**config.mk**
```make
export PLATFORM = sky130hd
export DESIGN_NAME = countdown_timer_8bit_flat
export DESIGN_NICKNAME = d
export VERILOG_FILES = /design/src/rtl/countdown_timer_8bit_pkg.sv /design/src/rtl/countdown_timer_8bit_if.sv /design/src/rtl/countdown_timer_8bit_tff.sv /design/src/rtl/countdown_timer_8bit.sv /design/src/flat_wrapper.sv
export SDC_FILE = /design/constraint.sdc
export NUM_CORES = 1
export LEC_CHECK = 0
export BUFFER_PORTS_ARGS = -buffer_cell sky130_fd_sc_hd__buf_2
export CAP_MARGIN = 20
export CORE_MARGIN = 2
export CORE_UTILIZATION = 50
export DETAILED_ROUTE_END_ITERATION = 7
export PLACE_DENSITY = 0.74
export SLEW_MARGIN = 20
export SYNTH_ARGS = -nofsm -noshare
export SYNTH_HDL_FRONTEND = slang
export SYNTH_HIERARCHICAL = 1
export SYNTH_SLANG_ARGS = --single-unit
```
**constraint.sdc**
```tcl
create_clock -name Clock -period 2.5 [get_ports Clock]
set_input_delay 0.125 -clock Clock [delete_from_list [all_inputs] [get_ports Clock]]
set_output_delay 0.125 -clock Clock [all_outputs]
set_load 0.01 [all_outputs]
```
**src/rtl/countdown_timer_8bit_pkg.sv**
```systemverilog
// Shared definitions for the countdown timer: state encoding and default width.
package timer_pkg;

    localparam int unsigned TIMER_WIDTH = 8;

    typedef enum logic [1:0] {
        ST_IDLE = 2'd0,
        ST_RUN  = 2'd1,
        ST_DONE = 2'd2
    } timer_state_t;

endpackage

```
**src/rtl/countdown_timer_8bit_if.sv**
```systemverilog
// Control/status bundle between the countdown timer and its user.
interface countdown_timer_8bit_if
    import timer_pkg::*;
#(
    parameter int unsigned WIDTH = TIMER_WIDTH
);
    logic             Load;
    logic [WIDTH-1:0] Data;
    logic             Enable;
    logic             Reload;
    logic [WIDTH-1:0] Q;
    logic             Busy;
    logic             Done;
    logic             Expired;

    modport master (
        output Load, Data, Enable, Reload,
        input  Q, Busy, Done, Expired
    );

    modport slave (
        input  Load, Data, Enable, Reload,
        output Q, Busy, Done, Expired
    );
endinterface

```
**src/rtl/countdown_timer_8bit_tff.sv**
```systemverilog
// T flip-flop with synchronous clear and parallel load; clear beats load beats toggle.
module t_flip_flop (
    input  logic Clock,
    input  logic Clear,
    input  logic Load,
    input  logic D,
    input  logic T,
    output logic Q
);
    logic r_q;

    always_ff @(posedge Clock) begin
        if (Clear)
            r_q <= 1'b0;
        else if (Load)
            r_q <= D;
        else if (T)
            r_q <= ~r_q;
    end

    assign Q = r_q;
endmodule

```
**src/rtl/countdown_timer_8bit.sv**
```systemverilog
// Loadable down counter built from T flip-flops, with expiry pulse and optional auto-reload.
module countdown_timer_8bit
    import timer_pkg::*;
#(
    parameter int unsigned WIDTH = TIMER_WIDTH
)(
    input  logic                    Clock,
    input  logic                    Clear,
    countdown_timer_8bit_if.slave   bus
);
    timer_state_t     r_state;
    logic [WIDTH-1:0] r_reload;
    logic             r_busy;
    logic             r_done;
    logic             r_expired;

    logic [WIDTH-1:0] w_q;
    logic [WIDTH-1:0] w_t;
    logic [WIDTH-1:0] w_d;
    logic             w_count_en;
    logic             w_tc;
    logic             w_reload_now;
    logic             w_ld;

    // Load has priority, so it masks counting on the same edge.
    assign w_count_en   = (r_state == ST_RUN) && bus.Enable && !bus.Load;
    assign w_tc         = (w_q == WIDTH'(1));
    assign w_reload_now = w_count_en && w_tc && bus.Reload;
    assign w_ld         = bus.Load || w_reload_now;
    assign w_d          = bus.Load ? bus.Data : r_reload;

    // Bit i toggles when counting and every lower bit is zero (borrow ripple).
    always_comb begin
        w_t    = '0;
        w_t[0] = w_count_en;
        for (int unsigned i = 1; i < WIDTH; i++)
            w_t[i] = w_t[i-1] && !w_q[i-1];
    end

    for (genvar g = 0; g < WIDTH; g++) begin : g_bit
        t_flip_flop u_tff (
            .Clock (Clock),
            .Clear (Clear),
            .Load  (w_ld),
            .D     (w_d[g]),
            .T     (w_t[g]),
            .Q     (w_q[g])
        );
    end

    always_ff @(posedge Clock) begin
        if (Clear) begin
            r_state   <= ST_IDLE;
            r_reload  <= '0;
            r_busy    <= 1'b0;
            r_done    <= 1'b0;
            r_expired <= 1'b0;
        end else if (bus.Load) begin
            r_reload  <= bus.Data;
            r_done    <= 1'b0;
            r_expired <= 1'b0;
            if (bus.Data != '0) begin
                r_state <= ST_RUN;
                r_busy  <= 1'b1;
            end else begin
                r_state <= ST_IDLE;
                r_busy  <= 1'b0;
            end
        end else begin
            r_done <= 1'b0;
            case (r_state)
                ST_RUN: begin
                    if (bus.Enable && w_tc) begin
                        r_done <= 1'b1;
                        if (!bus.Reload) begin
                            r_state   <= ST_DONE;
                            r_busy    <= 1'b0;
                            r_expired <= 1'b1;
                        end
                    end
                end
                ST_DONE: r_expired <= 1'b1;
                default: ;
            endcase
        end
    end

    assign bus.Q       = w_q;
    assign bus.Busy    = r_busy;
    assign bus.Done    = r_done;
    assign bus.Expired = r_expired;
endmodule

```
**src/flat_wrapper.sv**
```systemverilog
// flat-port wrapper written by rule: the top's interface ports become plain ports
module countdown_timer_8bit_flat import timer_pkg::*;
#(
    parameter int unsigned WIDTH = TIMER_WIDTH
)
  (Clock, Clear, bus_Load, bus_Data, bus_Enable, bus_Reload, bus_Q, bus_Busy, bus_Done, bus_Expired);
  countdown_timer_8bit_if #(.WIDTH(WIDTH)) bus_i ();
  input  logic Clock;
  input  logic Clear;
  input wire logic [$bits(bus_i.Load)-1:0] bus_Load;
  input wire logic [$bits(bus_i.Data)-1:0] bus_Data;
  input wire logic [$bits(bus_i.Enable)-1:0] bus_Enable;
  input wire logic [$bits(bus_i.Reload)-1:0] bus_Reload;
  output wire logic [$bits(bus_i.Q)-1:0] bus_Q;
  output wire logic [$bits(bus_i.Busy)-1:0] bus_Busy;
  output wire logic [$bits(bus_i.Done)-1:0] bus_Done;
  output wire logic [$bits(bus_i.Expired)-1:0] bus_Expired;
  assign bus_i.Load = bus_Load;
  assign bus_i.Data = bus_Data;
  assign bus_i.Enable = bus_Enable;
  assign bus_i.Reload = bus_Reload;
  assign bus_Q = bus_i.Q;
  assign bus_Busy = bus_i.Busy;
  assign bus_Done = bus_i.Done;
  assign bus_Expired = bus_i.Expired;
  countdown_timer_8bit #(.WIDTH(WIDTH)) u_core (.Clock(Clock), .Clear(Clear), .bus(bus_i));
endmodule
```
# Word-level counts from Yosys, hierarchy flattened
# Index checks and enable logic that the tools add are counted.
# totals
memories	0
mem_bits_ro	0
output_inout_bits	11
inputBits	13
register_bits	21
ramBits	0
latchBits	0
# classes
n_mux	31
bitwise	9
mul	0
n_reduce_logical	37
n_addsub	0
magnitude_cmp	0
shift	0
eq_ne	6
div	0
# ops
operator	count
$mux 1	25
$reduce_bool 2->1	11
$logic_and 1x1->1	12
$not 1->1	9
$eq 8x1->1 const B	1
$logic_not 1->1	8
$mux 2	4
$mux 8	1
$reduce_bool 8->1	1
$ne 2x2->1 const B	3
$reduce_and 3->1	2
$reduce_or 3->1	1
$eq 2x1->1 const B	1
$eq 2x2->1 const B	1
$pmux 1 s2	1
$reduce_or 2->1	1
$logic_or 1x1->1	1

# Longest topological paths before layout
# Gate-level depths: netlist of the first run.
# depth
word_depth	12
depth_mapped	6
depth_no_buf	5

# Cells and area by module
# The synthesis of the first run kept the hierarchy.
# modules_own_cells
module	seq_area_each_um2	cells_per_inst	instances	area_each_um2
countdown_timer_8bit	240.2	60	1	576.8
t_flip_flop	20.0	5	8	51.3

# Worst setup path after synthesis of the first run
# Ideal clock, no wire load.
# synth_path
path_type	register to register
start	register u_core.g_bit[2].u_tff.r_q
end	register u_core.g_bit[2].u_tff.r_q
path_slack_ns	0.696
arrival_ns	1.681
required_time_ns	2.377
stages_incl_launch_ff	6
n_path_buf	0
path_cell_list	dfxtp_1 or4_4 nor3_1 a21o_1 nor2b_1 a211oi_2
# synth_via
elab_chain_cells	5
word_cells_on_any_way	8
classes_between	eq/ne: 1; mux: 2; bitwise: 1; reduce/logical: 4
# synth_rtl
element	line	text
start, declared	countdown_timer_8bit_tff.sv:10	logic r_q;
start signal, assigned	countdown_timer_8bit_tff.sv:18	r_q <= ~r_q;
$eq 8x1->1 (*)	countdown_timer_8bit.sv:27	assign w_tc = (w_q == WIDTH'(1));
$logic_and 1x1->1 (*) (2 in series)	countdown_timer_8bit.sv:28	assign w_reload_now = w_count_en && w_tc && bus.Reload;
$logic_or 1x1->1 (*)	countdown_timer_8bit.sv:29	assign w_ld = bus.Load || w_reload_now;
net u_core.w_ld	countdown_timer_8bit.sv:23	logic w_ld;
$mux 1 or $reduce_bool 2->1 (tied branches)	--	
# The timed path passes the listed nets; every way through them passes the cells marked *. The select of a mux whose other input is x is not followed.
# A chain may end at the register's enable or synchronous reset.

# Worst setup path after layout of the first run
# layout_path
start	register u_core.g_bit[2].u_tff.r_q
end	register u_core.g_bit[3].u_tff.r_q
# layout_via
elab_chain_cells	5
word_cells_on_any_way	8
classes_between	eq/ne: 1; mux: 1; reduce/logical: 6
# layout_rtl
element	line
$eq 8x1->1 (*)	countdown_timer_8bit.sv:27
$logic_and 1x1->1 (*) (2 in series)	countdown_timer_8bit.sv:28
$logic_or 1x1->1 (*)	countdown_timer_8bit.sv:29
net u_core.w_ld	countdown_timer_8bit.sv:23
$mux 1 or $reduce_bool 2->1 (tied branches)	--
end signal, assigned	countdown_timer_8bit_tff.sv:18
end, declared	countdown_timer_8bit_tff.sv:10
# The timed path passes the listed nets; every way through them passes the cells marked *.

==> results of run 1 <==
[through the flow]
stage	instances	setup slack [ps]	total power [mW]	hold slack [ps]
floorplan	100	696	0.437	190
global placement	146	566	0.472	498
detailed placement	146	542	0.476	485
CTS	149	520	0.621	179
global route	149	393	0.651	176
finish	149	518	0.618	180
[worst paths after layout]
check / startpoint / end / slack [ps]
worst max register to register: u_core/g_bit[2].u_tff/Q / u_core/g_bit[3].u_tff/Q / 520
worst min-delay path: bus_Reload / u_core/r_state[1] / 180
worst max-delay path: u_core/g_bit[2].u_tff/Q / u_core/g_bit[3].u_tff/Q / 520
worst min register to register: u_core/r_state[1] / u_core/r_state[1] / 540
[kinds of logic (layout without fill, tap and decap cells)]
logic type	after synthesis	count (layout)
and+or+nand+nor	38	38
buffers and inverters	13	35
muxes	8	8
xor gates and xnor gates	8	8
DFF	20	20
AOI/OAI and AO/OA	13	13
[cells in the mapped netlist]
master / n
a211oi_2: 8
a21o_1: 1
a22o_1: 1
a311oi_1: 1
and2_1: 1
clkbuf_1: 4
dfxtp_1: 20
inv_1: 9
mux2_2: 8
nand3b_1: 1
nor2_1: 5
nor2b_1: 17
nor3_1: 6
nor4_1: 3
o21a_1: 1
o311a_1: 1
or4_1: 2
or4_4: 1
or4b_1: 1
or4bb_1: 1
xnor2_1: 8
[critical path, stage by stage (launching register included)]
cell and delay, ps:
dfxtp_1 370, or4_4 580, nor3_1 220, a21o_1 390
nor2b_1 250, a211oi_2 60
[sequential cells by signal (all words and copies together) (netlist names)]
signal                count
u_core/bus.Expired        1
u_core/g_bit.u_tff/Q      8
u_core/bus.Done           1
u_core/r_state            2
u_core/r_reload           8
[metal layers]
layer | routed length [um] | part of all wire
met5 | 0 | 0
met4 | 14 | 0.0075
met3 | 70 | 0.037
met2 | 824 | 0.44
met1 | 968 | 0.52
[area by class of cell]
type / count / area share
Multi-Input combinational cell: 67 / 0.470
Sequential cell: 20 / 0.350
Timing Repair Buffer: 23 / 0.101
Inverter: 9 / 0.0295
Tap cell: 27 / 0.0295
Clock buffer: 3 / 0.0197
[power by group through the flow]
stage	clock network (mW)	logic [mW]	registers, mW
6_report	0.149	0.117	0.352
5_1_grt	0.168	0.128	0.355
4_1_cts	0.151	0.117	0.352
3_5_place_dp	0	0.116	0.359
3_3_place_gp	0	0.114	0.358
2_1_floorplan	0	0.0747	0.363
==> impl_results.md, run 1 <==
* Final instance area at 0.00114 mm2
* Hold crit path type: input pin to register
* Gpl congestion at 0.771
* Pint at 451 uW
* Final net count at 137
* Overall routing resource usage at 0.174
* Post-Synth XOR/XNOR Area at 0.0710
* Synth Cell Area at 987 um2
* Req. time, crit path at 2670 ps
* Reg clk slew, reported paths at 110 ps
* Row Count at 16
* Worst R2R Path Depth at 5
* Pwr dens at 540 mW/mm2
* Via density at 5.09
* Hold buffer count at cts at 0
* Clk_skew at 5.32 ps
* Pin count of the biggest net entering global routing at 20
* Final hold vios at 0
* CTS Sinks at 20
* Mux contribution to synthesized area at 0.0913
* Ranking of synthesized cells by area: dfxtp_1, nor2b_1, a211oi_2, mux2_2, xnor2_1
* Gr ovfl total at 0
* Register area at 400 um2
* Worst vdd ir at 0.000351 V
* Placeable Area at 0.00190 mm2
* PostCTS Resize Cnt at 0
* Fin. max-slew vios at 0
* Main combinational cell family by area after synthesis: simple AND/OR/NAND/NOR gates
* Final setup viols at 0
* GRT met1 Usage at 0.228
* Max_cap viols at 0
* Area leader, netlist: dfxtp_1
* F_max at 504 MHz
* RSZ-0062 raised after global routing: no
* Ant diodes at 0
* Crit path DAT at 2160 ps
* Status: finished clean
* Vias after detailed routing at 758
* GR met3 Demand/Resource at 0.0401
* Psw at 167 uW
* Crit. End Element: register
* I/O pin count at 24
* H-Tree Depth at 1
* Number of global-route vias before repair at 709
* Clk buf depth at 2
* Synth cell types at 21
* Cell count after synthesis at 100
* Clk root buf: clkbuf_4
* Antenna violations before repair at 0
* Worst-margin pin slew at 424 ps
* Share of post-route cells with drive strength above 1 at 0.352
* Synthesis Warnings at 6
* Logic pwr share at 0.189
* Post-CTS Setup Repair Bufs at 0
* Routed wire length at 1880 um
* Port bufs at 23
* Synth top area share at 0.406
* Sequential share of power at 0.570
* Drt drc at 0
* DP Wirelength at 1410 um
* Die height at 48.4 um
* Worst setup path class: register to register
* Crit Path Max Fanout at 16
* Die area at 0.00235 mm2
* Leakage at 0.492 nW
* CTS tree: yes
* Post-Synth Adder-Cell Area at 0
* Net Count, Synth at 113
* Clock power frac at 0.241
* Util after Layout at 0.601
* Sequential area share after synthesis at 0.406
* Cell count of the worst hold path at 3
* #FFs+latches synth at 20
* Sw Share at 0.270
* Worst Setup Start Kind: register
* Commonest non-fill, non-tap cells in the layout: buf_2, dfxtp_1, nor2b_1
* Starting Density at 0.519
* Multi-input logic area at 538 um2
* Synthesized area per cell at 9.87 um2
* CTS Buf Count at 3
* Final min period at 1980 ps
* Period utilisation layout at 0.793
* # fillers at 168
* Starting DRT DRC Count at 4
* First-pass GRT wire length at 3210 um
* Post-DP Area at 0.00112 mm2
* Final ANT Viol Nets at 0
* Simple-Gate Fraction of Synth Area at 0.238
* Synth-to-Final Area Change at 15.8%
* Post-DR wirelength/cell at 12.6 um
* Grt met2 use at 0.282
* Die W at 48.4 um
* Commonest non-fill, non-tap cell in the layout: buf_2
* First-pass detailed-route iteration total at 4
* Most Crowded Layer GR: met2
* Compound-Gate Fraction of Synth Area at 0.144
* Worst skew pair latency at 290 ps
* TNS Setup at 0 ps
* Rel. slew slack at 0.717
Power figures use the tool's default switching activity.
==> inputs of run 2 (changes only) <==
clock period = 2.1 ns   (was 2.5 ns; I/O delays follow)
==> run 2 against run 1 <==
Effect of this change: sequential share of layout area shrank 0.68 points; sequential cell count is the same; final area grew 2.0%; worst setup slack lost 280 ps; first-iteration DRC count grew to 3.5 times the previous value; clock power grew 49%; non-clock buffer count grew 1; total power grew 27%; clock skew shrank 2.7 ps; critical path type unchanged; highest routed layer unchanged.
==> impl_results.md, run 2 (synthesized netlist as in run 1, its figures left out) <==
* Reg clk slew, reported paths at 110 ps
* Placement Setup Slack at 148 ps
* Period utilisation layout at 0.887
* Share of post-route cells with drive strength above 1 at 0.371
* Starting DRT DRC Count at 14
* Worst setup path class: register to register
* Final ANT Viol Nets at 0
* H-Tree Depth at 1
* Final worst setup slack at 238 ps
* Antenna violations before repair at 0
* Final setup viols at 0
* Port bufs at 23
* Placeable Area at 0.00190 mm2
* Die area at 0.00235 mm2
* Routed wire length at 1860 um
* Commonest non-fill, non-tap cells in the layout: buf_2, dfxtp_1, nor2b_1
* Worst Setup Start Kind: register
* Status: finished clean
* Rel. slew slack at 0.724
* Ant diodes at 0
* Final net count at 138
* Fin. max-slew vios at 0
* Overall Power at 781 uW
* Row Count at 16
* First-pass detailed-route iteration total at 4
* Worst vdd ir at 0.000446 V
* Gpl congestion at 0.800
* Synth-to-Final Area Change at 18.1%
* Crit. End Element: register
* Overall routing resource usage at 0.174
* Crit path DAT at 2050 ps
* Hold crit path type: input pin to register
* Vias after detailed routing at 778
* Gr ovfl total at 0
* Number of global-route vias before repair at 725
* F_max at 537 MHz
* Commonest non-fill, non-tap cell in the layout: buf_2
* Final hold vios at 0
* CTS tree: yes
* Max_cap viols at 0
* Hold buffer count at cts at 0
* Clk_skew at 2.67 ps
* Post-DR wirelength/cell at 12.3 um
* Die W at 48.4 um
* Leakage at 0.502 nW
* RSZ-0062 raised after global routing: no
* TNS Setup at 0 ps
* Starting Density at 0.519
* Clk root buf: clkbuf_4
* Worst-margin pin slew at 414 ps
* First-pass GRT wire length at 3170 um
* Pwr dens at 670 mW/mm2
* I/O pin count at 24
* Crit Path Max Fanout at 16
* Worst skew pair latency at 300 ps
* Die height at 48.4 um
* Req. time, crit path at 2290 ps
* Drt drc at 0
* Pin count of the biggest net entering global routing at 20
* Clk buf depth at 2
* DP Wirelength at 1400 um
* CTS Buf Count at 3
* CTS Sinks at 20
* Final min period at 1860 ps
* Via density at 5.15
-- run 2: changes by cell type in the layout (fill, tap and decap cells not counted), sizes merged --
cell and delta:
buf +1, clkbuf +1
-- run 2: stage by stage --
stage / instances / util / hold WS (ps) / area, um2
after global placement: 147 / 0.593 / 486 / 1130
after global routing: 151 / 0.613 / 161 / 1170
after CTS: 151 / 0.613 / 161 / 1160
after floorplan: 100 / - / 170 / 987
final: 151 / 0.613 / 170 / 1170
after detailed placement: 147 / 0.593 / 476 / 1130
-- run 2: per-layer routing --
| metal | track usage | up-vias | part of all wire |
|---|---|---|---|
| li1 | - | 395 | - |
| met1 | 0.224 | 359 | 0.47 |
| met2 | 0.289 | 20 | 0.47 |
| met3 | 0.0216 | 4 | 0.045 |
| met4 | 0.0857 | 0 | 0.015 |
| met5 | 0 | - | 0 |
-- run 2: path summary, 6_finish.rpt --
| kind | endpoint | cells past startpoint | from | slack [ps] |
|---|---|---|---|---|
| max | u_core/g_bit[6].u_tff/Q | 5 | u_core/g_bit[2].u_tff/Q | 240 |
| min | u_core/r_state[1] | 3 | bus_Reload | 170 |
| max reg2reg | u_core/g_bit[6].u_tff/Q | 5 | u_core/g_bit[2].u_tff/Q | 240 |
| min reg2reg | u_core/r_state[1] | 1 | u_core/r_state[1] | 540 |
-- run 2: critical path: stages (launching register included) --
cell and delay, ps:
dfxtp_1 370, or4_4 570, nor3_1 240, a21o_2 290
nor2b_1 210, a211oi_2 60
-- run 2: layout make-up --
type / instances / area (um2)
Fill cell: 170 / 736
Multi-Input combinational cell: 67 / 539
Sequential cell: 20 / 400
Timing Repair Buffer: 24 / 123
Clock buffer: 4 / 36.3
Inverter: 9 / 33.8
Tap cell: 27 / 33.8
-- run 2: what timing repair did --
action / in CTS / in global routing
buffers inserted: 0 / 0
setup endpoints to repair: 0 / 2
gates resized for setup: 0 / 1
-- run 2: where the power goes --
part | internal (mW) | switching, mW
sequential | 0.402 | 0.0173
combinational | 0.0695 | 0.0707
clock | 0.106 | 0.116
